==> config.mk <==
export PLATFORM = sky130hd
export DESIGN_NAME = timer_cmp_scheduler
export DESIGN_NICKNAME = d
export VERILOG_FILES = /design/src/rtl/timer_cmp_scheduler.sv
export SDC_FILE = /design/constraint.sdc
export NUM_CORES = 1
export LEC_CHECK = 0
export CAP_MARGIN = 30
export CORE_AREA = 2 2 132 134
export CTS_BUF_LIST = sky130_fd_sc_hd__clkbuf_4
export CTS_CLUSTER_DIAMETER = 40
export DETAILED_ROUTE_END_ITERATION = 10
export DIE_AREA = 0 0 134 136
export GPL_ROUTABILITY_DRIVEN = 0
export HOLD_SLACK_MARGIN = 0.15
export PLACE_DENSITY = 0.8
export SLEW_MARGIN = 10
export SYNTH_ARGS = -nofsm -noshare
export SYNTH_HDL_FRONTEND = slang
export SYNTH_SLANG_ARGS = --single-unit
==> constraint.sdc <==
create_clock -name HCLK -period 9.4 [get_ports HCLK]
set_clock_uncertainty 0.15 [all_clocks]
set_input_delay 1.41 -clock HCLK [delete_from_list [all_inputs] [get_ports HCLK]]
set_output_delay 1.41 -clock HCLK [all_outputs]
set_load 0.01 [all_outputs]
==> src/rtl/timer_cmp_scheduler.sv <==
// Round-robin mtimecmp scanner: one shared 64-bit comparator visits one core per cycle
// against a per-sweep snapshot of mtime and raises sticky per-core timer interrupts.
module timer_cmp_scheduler #(
    parameter int NR_CORES = 4
) (
    input  logic                                            HCLK,
    input  logic                                            HRESETn,
    input  logic                                            enable_i,
    input  logic [63:0]                                     time_i,
    input  logic [64*NR_CORES-1:0]                          mtimecmp_i,
    input  logic [NR_CORES-1:0]                             cmp_wr_i,
    output logic [NR_CORES-1:0]                             timer_irq_o,
    output logic [((NR_CORES > 1) ? $clog2(NR_CORES) : 1)-1:0] cur_core_o,
    output logic                                            busy_o,
    output logic                                            sweep_done_o
);

    localparam int CW = (NR_CORES > 1) ? $clog2(NR_CORES) : 1;
    localparam logic [CW-1:0] LAST = CW'(NR_CORES - 1);

    typedef enum logic {
        IDLE = 1'b0,
        SCAN = 1'b1
    } state_e;

    state_e              state_q, state_d;
    logic [CW-1:0]       idx_q, idx_d;
    logic [63:0]         snap_q, snap_d;
    logic [NR_CORES-1:0] irq_q, irq_d;
    logic                busy_q, busy_d;
    logic                sweep_done_q, sweep_done_d;

    logic [63:0]         cmp_sel;
    logic                hit;
    logic [NR_CORES-1:0] set_vec;

    // Shared comparator: select the mtimecmp of the core owning this slot.
    always_comb begin
        cmp_sel = '0;
        for (int k = 0; k < NR_CORES; k++) begin
            if (idx_q == CW'(k)) begin
                cmp_sel = mtimecmp_i[64*k +: 64];
            end
        end
    end

    assign hit = (state_q == SCAN) && (snap_q >= cmp_sel);

    always_comb begin
        set_vec = '0;
        for (int k = 0; k < NR_CORES; k++) begin
            set_vec[k] = hit && (idx_q == CW'(k));
        end
    end

    // A write clears unconditionally, so a compare made against the stale value is dropped.
    assign irq_d = (irq_q | set_vec) & ~cmp_wr_i;

    always_comb begin
        state_d = state_q;
        idx_d   = idx_q;
        snap_d  = snap_q;
        case (state_q)
            IDLE: begin
                if (enable_i) begin
                    state_d = SCAN;
                    idx_d   = '0;
                    snap_d  = time_i;
                end
            end
            SCAN: begin
                if (!enable_i) begin
                    state_d = IDLE;
                end else if (idx_q == LAST) begin
                    idx_d  = '0;
                    snap_d = time_i;
                end else begin
                    idx_d = idx_q + CW'(1);
                end
            end
            default: begin
                state_d = IDLE;
            end
        endcase
    end

    // Status outputs are computed from next-state so they come straight out of flops.
    always_comb begin
        busy_d       = (state_d == SCAN);
        sweep_done_d = (state_d == SCAN) && (idx_d == LAST);
    end

    always_ff @(posedge HCLK or negedge HRESETn) begin
        if (!HRESETn) begin
            state_q      <= IDLE;
            idx_q        <= '0;
            snap_q       <= '0;
            irq_q        <= '0;
            busy_q       <= 1'b0;
            sweep_done_q <= 1'b0;
        end else begin
            state_q      <= state_d;
            idx_q        <= idx_d;
            snap_q       <= snap_d;
            irq_q        <= irq_d;
            busy_q       <= busy_d;
            sweep_done_q <= sweep_done_d;
        end
    end

    assign timer_irq_o  = irq_q;
    assign cur_core_o   = idx_q;
    assign busy_o       = busy_q;
    assign sweep_done_o = sweep_done_q;

endmodule

==> impl_metrics.csv <==
group,metric,value,unit
outcome,status,"finished clean",
placed_design,portBuffers,334,
floorplanning,fp.dieW,134,um
finish,n_antenna_cell,0,
clock_network,clk_pin_slew,130,ps
clock_network,clk_latency,450,ps
floorplanning,top_level_ports,335,
logic_synthesis,yosysTopAreaCell,"dfrtp_1",
logic_synthesis,netlist.area_leader.share,0.307,
setup_path,worstRegToRegCells,18,
sta,hold_viol,0,
global_routing,antenna_found_initial,1,
power,ir_worst_vdd,0.0645,mV
logic_synthesis,synth_area_leaders,"dfrtp_1, ha_1, a21oi_1",
routing,wl_met1,8450,um
sta,worst_pin_slew,770,ps
global_routing,grt_overflow,0,
clock_network,cts_buffer_depth,2,
logic_synthesis,syn_inst,695,
global_routing,grt_pass1_vias,6295,
floorplanning,start_util,0.348,
setup_path,critPathMaxFanout,67,
finish,multiInputGateArea,3880,um^2
setup_path,cp.arrival,4820,ps
routing,num_vias,6366,
clock_network,htreeDepth,3,
sta,fmax,216,MHz
clock_network,cts-resized-gates,0,
clock_network,post_cts.repair.setup_buffers,0,
logic_synthesis,yosysWarnings,0,
worst_hold_path,hp-class,"reg2reg",
floorplanning,die-area,18200,um^2
routing,wl_met3,1740,um
routing,firstDrtPassIters,5,
routing,highest_layer,"met5",
routing,dr_wl_met2,10600,um
finish,drive_gt1_frac,0.0968,
routing,vias_per_cell,5.19,
clock_network,numCtsBuffers,9,
logic_synthesis,syn-num-nets,1090,
power,leakage,3.95,nW
worst_hold_path,min_path_cells,1,
routing,drtAntennaViolNets,0,
sta,slew_violations,0,
sta,maxSlewHeadroom,0.486,
logic_synthesis,async_flop_share,1.00,
floorplanning,core,16900,um^2
placed_design,dp_hpwl,17200,um
logic_synthesis,ys_seq_area_frac,0.307,
sta,period_share,0.493,
routing,avgRoutedWirePerCell,17.4,um
sta,final.setup.tns,0,ps
logic_synthesis,synth_area_per_cell,8.45,um^2
logic_synthesis,ys.flop_type,"dfrtp_1",
clock_network,clock-sinks,72,
logic_synthesis,yosysUniqueCellTypes,37,
routing,drc,0,
floorplanning,fp.dieH,136,um
logic_synthesis,synth_area,5870,um^2
global_routing,grt_max_degree,73,
logic_synthesis,ys_ff_latch,72,
run,drv_cap,0,
finish,layout.nets,1393,
placed_design,dp_cells,1211,
routing,routed_wl,21400,um
floorplanning,placementRows,48,
sta,finalSetupViolCount,0,
routing,drt-initial-drc-count,271,
setup_path,critical_path_class,"reg2reg",
logic_synthesis,synth_edf_count,0,
setup_path,cp_slowest_cell,"buf_4",
setup_path,worstSetupEndpointType,"flop",
setup_path,startpoint_type,"flop",
setup_path,path_cells,"inv_1, ha_2, buf_4, nor2b_4, buf_4, a22oi_1, nor2_1, a21oi_1, nor2_1, a21oi_1, ha_1, nand4_1, nor2_1, a221oi_1, o211ai_1, a21oi_1, o31a_2, o22ai_1",
setup_path,slowest_delay,600,ps
finish,regArea,1800,um^2
setup_path,crit_required,9590,ps
global_routing,grt_usage,0.231,
sta,rsz0062_at_grt,"false",
clock_network,hold_buffers,0,
finish,fillers,1514,
clock_network,cts-root-buf,"clkbuf_4",
clock_network,tritoncts,"built",
finish,layoutNonFillerInstCount,1227,
global_routing,grt_pass1_wl,32400,um
sta,layout_min_cycle_time,4640,ps
finish,synthToLayoutAreaGrowth,63.1,%
power,powerDensity,142,nW/um^2
registers in the layout, indices dropped and copies added (netlist names):
name          cells
busy_o            1
cur_core_o        2
snap_q           64
sweep_done_o      1
timer_irq_o       4
final cells by class:
cell class	instances	area share
multi-input cells	564	0.405
repair buffers	341	0.357
clock inverters	6	0.00889
well taps	225	0.0294
inverters	10	0.00392
flip-flops and latches	72	0.188
clock buffers	9	0.00706
critical path: cells and delay by family, from the launching register on:
family,cells,cell delay [ps]
buffers and inverters,3,1080
adder cells (fa/ha/maj),2,500
AND/OR/NAND/NOR,5,400
flip-flops,1,470
AO/OA/AOI/OAI,8,1870
report_power, final:
group          internal [mW]  switching [mW]  total [mW]  leakage (nW)
clock network          0.105           0.119       0.224        0.0794
registers              0.360          0.0323       0.392         0.857
logic                  0.374           0.369       0.743          3.02
total                  0.839           0.520        1.36          3.95
Yosys cell counts, types with 4 or more instances:
master,count
dfrtp_1,72
a221oi_1,5
nor2_1,132
inv_1,10
clkbuf_1,33
o22ai_1,4
nand3b_1,5
mux2_2,64
ha_1,68
o21ai_0,11
nand2_1,20
nand4_1,8
buf_2,7
buf_1,9
a22oi_1,64
a21oi_1,151
nand3_1,7
metal layers:
metal  track usage  vias up
li1              -     3170
met1         0.264     2914
met2         0.417      252
met3        0.0589       28
met4        0.0845        2
met5             0        -
logic make-up (layout without fill, tap and decap cells):
group,count (synthesis),count (layout),synth area share
fa+ha+maj,68,68,0.145
buf+inv,59,366,0.0392
mux,65,65,0.124
simple gates,184,184,0.136
flops,72,72,0.307
compound gates,247,247,0.249
placed cells by master (no fill, tap or decap), types with 10 or more instances in the layout:
master,n
dfrtp_1,72
o21ai_0,11
inv_1,10
nor2_1,132
a22oi_1,64
ha_1,65
a21oi_1,151
mux2_2,64
clkdlybuf4s50_1,333
nand2_1,20
path summary, 6_finish.rpt:
path	start	end	slack [ps]
setup / recovery	cur_core_o[1]	timer_irq_o[2]	4760
hold / removal	snap_q[0]	snap_q[0]	370
setup reg to reg	cur_core_o[1]	timer_irq_o[2]	4760
hold reg to reg	snap_q[0]	snap_q[0]	370
max in group asynchronous	HRESETn	snap_q[63]	7750
min in group asynchronous	HRESETn	snap_q[36]	750
per-stage QoR:
stage / worst slack (ps) / utilization / power (mW) / hold slack, ps / instance area, um^2
final: 4760 / 0.567 / 1.36 / 372 / 9570
after global routing: 4320 / 0.567 / 1.48 / 397 / 9570
after CTS: 4760 / 0.566 / 1.37 / 374 / 9550
after detailed placement: 4790 / 0.557 / 1.14 / 344 / 9400
after global placement: 4800 / 0.556 / 1.12 / 339 / 9380
after floorplan: 5880 / - / 0.842 / 329 / 5870
Power figures use the tool's default switching activity.
==> variant 1: new RTL, same settings <==
Set the parameter `NR_CORES` to 2 (it was 4).
--- a/src/rtl/timer_cmp_scheduler.sv
+++ b/src/rtl/timer_cmp_scheduler.sv
@@ -2,5 +2,5 @@
 // against a per-sweep snapshot of mtime and raises sticky per-core timer interrupts.
 module timer_cmp_scheduler #(
-    parameter int NR_CORES = 4
+    parameter int NR_CORES = 2
 ) (
     input  logic                                            HCLK,
Interface: changed (resized cmp_wr_i, cur_core_o, mtimecmp_i and timer_irq_o); port bits go from 335 to 202. No check against the original RTL was run, so the function may have changed too.
==> variant 1 against the original RTL <==
- critical path depth shrank 9
- largest cell class unchanged
- wire length shrank 41%
- sequential share of layout area grew 5.8 points
- area after synthesis shrank 22%
- design area shrank 27%
- cell count shrank 34%
- sequential cell count shrank 3
- die area is the same
- setup slack gained 0.58 ns
- non-clock buffer count shrank 137
- critical path type unchanged
- first-iteration DRC count shrank 78%
Power is not compared: it rests on default switching activity, and its combinational part moved more than twofold at a synthesized area within 25%.
==> variant 1: results (changes against the original RTL) <==
vias per cell 4.65 (was 5.19); Mapped Nets 645 (was 1090); Mapped Cells 383 (was 695); via count 3786 (was 6366); most frequent cells after synthesis 69 x dfrtp_1, 65 x ha_1, 65 x mux2_2 (was 151 x a21oi_1, 132 x nor2_1, 72 x dfrtp_1); # fillers 1613 (was 1514); worst slew pin tran 0.881 ns (was 0.770 ns); Final HPWL DP 10100 µm (was 17200 µm); r2r setup slk 5.35 ns (was 4.76 ns); DRT Pass-1 Iters 4 (was 5); largest net degree at the start of global routing 70 (was 73); # rows 48 (unchanged); Crit Path Max Fanout 35 (was 67); routed wire length 12600 µm (was 21400 µm); run status finished clean (unchanged); Port Buffers 201 (was 334); number of global-route vias before repair 4024 (was 6295); Tot GR Track Use 0.142 (was 0.231); first-pass GRT wire length 19800 µm (was 32400 µm); placed cell count 797 (was 1211); Slowest-stage cell, CP dfrtp_4 (was buf_4); Seq/Total Area, Yosys 0.376 (was 0.307); Synth area leaders dfrtp_1 38%, ha_1 18%, mux2_2 16%, mux2i_1 14%, a21oi_1 2.5% (was dfrtp_1 31%, ha_1 14%, a21oi_1 13%, mux2_2 12%, nor2_1 8.4%); Worst EP arrival 4.19 ns (was 4.82 ns); DRT iter0 DRCs 59 (was 271)
==> variant 1: area by class of cell <==
class,count,share of cell area
antenna,1,0.000357
clock buffer,11,0.0118
clock inverter,5,0.0107
inverter,5,0.00267
multi-input combinational,295,0.396
sequential,69,0.247
tap,225,0.0401
timing repair buffer,204,0.291
==> variant 1: power by group through the flow <==
stage / Clock [mW] / Sequential (mW) / Combinational (mW)
6_report: 0.226 / 0.380 / 0.348
4_1_cts: 0.237 / 0.380 / 0.356
5_1_grt: 0.248 / 0.386 / 0.394
3_3_place_gp: 0 / 0.384 / 0.342
2_1_floorplan: 0 / 0.369 / 0.215
3_5_place_dp: 0 / 0.386 / 0.354
==> variant 1: stage by stage <==
stage	cell area (µm²)	hold slack (ns)	utilization	total power [mW]	worst slack [ns]
6_report	7020	0.375	0.416	0.954	5.35
3_3_place_gp	6840	0.342	0.405	0.726	5.06
5_1_grt	7010	0.392	0.416	1.03	4.99
4_1_cts	6990	0.377	0.414	0.973	5.27
2_1_floorplan	4590	0.329	-	0.585	5.97
3_5_place_dp	6840	0.348	0.405	0.741	5.03
==> variant 1: cells by family (layout without fill, tap and decap cells) <==
group	count (synthesis)	count (layout)	synth area share
simple gates	48	48	0.0548
fa+ha+maj	65	65	0.177
compound gates	54	54	0.0769
flops	69	69	0.376
other cells	0	1	0
buf+inv	19	225	0.0183
mux	128	128	0.297
==> variant 1: path summary, 6_finish.rpt <==
kind | start | end | cells after the start
worst max-delay path | cur_core_o | timer_irq_o[0] | 9
worst min-delay path | snap_q[14] | snap_q[14] | 1
worst max register to register | cur_core_o | timer_irq_o[0] | 9
worst min register to register | snap_q[14] | snap_q[14] | 1
max in group asynchronous | HRESETn | cur_core_o | 2
min in group asynchronous | HRESETn | snap_q[57] | 1
==> variant 1: per-layer routing <==
layer	vias up	global-route usage	wire length [µm]
li1	1859	-	-
met1	1767	0.171	5430
met2	146	0.238	5920
met3	14	0.0459	1070
met4	0	0.0479	190
met5	-	0	0
==> variant 2: new RTL, same settings <==
Without the edit above. Register the input `time_i` before use, cleared by the reset. The logic sees it one clock later. The other inputs are not delayed to match.
--- a/src/rtl/timer_cmp_scheduler.sv
+++ b/src/rtl/timer_cmp_scheduler.sv
@@ -23,4 +23,14 @@
         SCAN = 1'b1
     } state_e;
+
+    logic [63:0] time_q;
+
+    always_ff @(posedge HCLK or negedge HRESETn) begin
+        if (!HRESETn) begin
+            time_q <= '0;
+        end else begin
+            time_q <= time_i;
+        end
+    end
 
     state_e              state_q, state_d;
@@ -66,5 +76,5 @@
                     state_d = SCAN;
                     idx_d   = '0;
-                    snap_d  = time_i;
+                    snap_d  = time_q;
                 end
             end
@@ -74,5 +84,5 @@
                 end else if (idx_q == LAST) begin
                     idx_d  = '0;
-                    snap_d = time_i;
+                    snap_d = time_q;
                 end else begin
                     idx_d = idx_q + CW'(1);
Function: changed (a bounded check fails within 4 cycles, from zero or initial values and one cycle with HRESETn low).
==> variant 2 against the original RTL <==
- clock power increased by 58%
- cell count increased by 6.7%
- global-route usage increased by 2.7 points
- wire length increased by 7.7%
- hold slack got worse by 0.050 ns
- combinational power increased by 2%
- non-clock buffer count increased by 1
- utilization increased by 10 points
- setup slack improved by 0.014 ns
- design area increased by 18%
- total power increased by 32%
- sequential cell count increased by 64
- area after synthesis increased by 27%
- largest cell class unchanged
==> variant 2: results (changes against the original RTL) <==
Worst Hold Depth 1 (unchanged); clk cell area share 0.0218 (was 0.0159); Synth area leaders dfrtp_1 46%, ha_1 11%, a21oi_1 10%, mux2_2 9.6%, nor2_1 6.6% (was dfrtp_1 31%, ha_1 14%, a21oi_1 13%, mux2_2 12%, nor2_1 8.4%); largest vdd supply drop 0.0816 mV (was 0.0645 mV); Final HPWL DP 18300 µm (was 17200 µm); Leakage 4.77 nW (was 3.95 nW); Avg Inst Size Synth 9.84 µm² (was 8.45 µm²); sequential group power 0.684 mW (was 0.392 mW); Layout Nets 1466 (was 1393); adder-cell share of the synthesized area 0.114 (was 0.145); largest net degree at the start of global routing 79 (was 73); hold_sp time_q[48] (was snap_q[0]); Seq/Total Area, Yosys 0.455 (was 0.307); run status finished clean (unchanged); Netlist cell types 37 (unchanged); P_comb 0.760 mW (was 0.743 mW); nonclk buf count 342 (was 341); post-synthesis mux area share 0.0978 (was 0.124); setup bufs post-CTS 0 (unchanged); worst slew pin tran 0.761 ns (was 0.770 ns); r2r setup slk 4.78 ns (was 4.76 ns); TritonCTS Buffers 17 (was 9); DRT Pass-1 Iters 6 (was 5); non-clk buf share 0.305 (was 0.357); Tot Pwr 1.80 mW (was 1.36 mW); Tot GR Track Use 0.258 (was 0.231); number of global-route vias before repair 7077 (was 6295); Mapped Nets 1154 (was 1090); Worst EP arrival 4.92 ns (was 4.82 ns); most frequent cells after synthesis 151 x a21oi_1, 136 x dfrtp_1, 132 x nor2_1 (was 151 x a21oi_1, 132 x nor2_1, 72 x dfrtp_1); Clock buffer cells 18 (was 9); placed cell count 1276 (was 1211); initial antenna violation count 2 (was 1); Crit Path Max Fanout 40 (was 67); Register-to-Register Path Depth 15 (was 18); register area 3400 µm² (was 1800 µm²); DRT iter0 DRCs 345 (was 271); CP startpoint cur_core_o[0] (was cur_core_o[1]); routed wire length 23000 µm (was 21400 µm); # fillers 1397 (was 1514); clock latency on the worst-skew pair 0.53 ns (was 0.45 ns); internal power 1.18 mW (was 0.839 mW); Clk pin slew, worst setup/hold paths 0.11 ns (was 0.13 ns); Synth Area in Compound Gates 0.195 (was 0.249); max incr delay on CP 0.58 ns (was 0.60 ns); WHS Endpoint snap_q[48] (was snap_q[0]); first-pass GRT wire length 35900 µm (was 32400 µm); Seq Cell Count 136 (was 72); Slowest-stage cell, CP nor2b_4 (was buf_4); via count 6932 (was 6366); share of layout cells above drive strength 1 0.103 (was 0.0968); # diodes 2 (was 0); Yosys warnings 0 (unchanged); H-tree depth 4 (was 3); WL per Instance 17.6 µm (was 17.4 µm); CP top delay family simple AND/OR/NAND/NOR gates (was compound AO/OA/AOI/OAI gates)
variant 2: cell count changes after synthesis, sizes merged:
cell / change
dfrtp: +64
variant 2: worst register-to-register path: stages, from the launching register on:
cell and delay [ns]:
dfrtp_1 0.47, inv_1 0.19, ha_1 0.25, nor2b_4 0.58
buf_4 0.52, a22oi_1 0.16, nor2_1 0.12, a21oi_1 0.05
nor2_1 0.12, a21oi_1 0.12, ha_1 0.43, nand4_1 0.17
nor4_1 0.48, nand3_1 0.18, o31a_2 0.42, o22ai_1 0.15
variant 2: layer usage:
metal  share of wire  track usage  up-vias  routed length [µm]
li1                -            -     3394                   -
met1            0.40        0.304     3219                9260
met2            0.49        0.450      280               11300
met3           0.078       0.0731       39                1800
met4           0.028       0.0922        0                 633
met5               0            0        -                   0
variant 2: per-stage QoR:
step	area (µm²)	hold WS [ns]	utilization
after floorplan	7470	0.306	-
after global placement	11000	0.307	0.651
after detailed placement	11000	0.314	0.653
after CTS	11300	0.325	0.668
after global routing	11300	0.343	0.670
final	11300	0.323	0.670
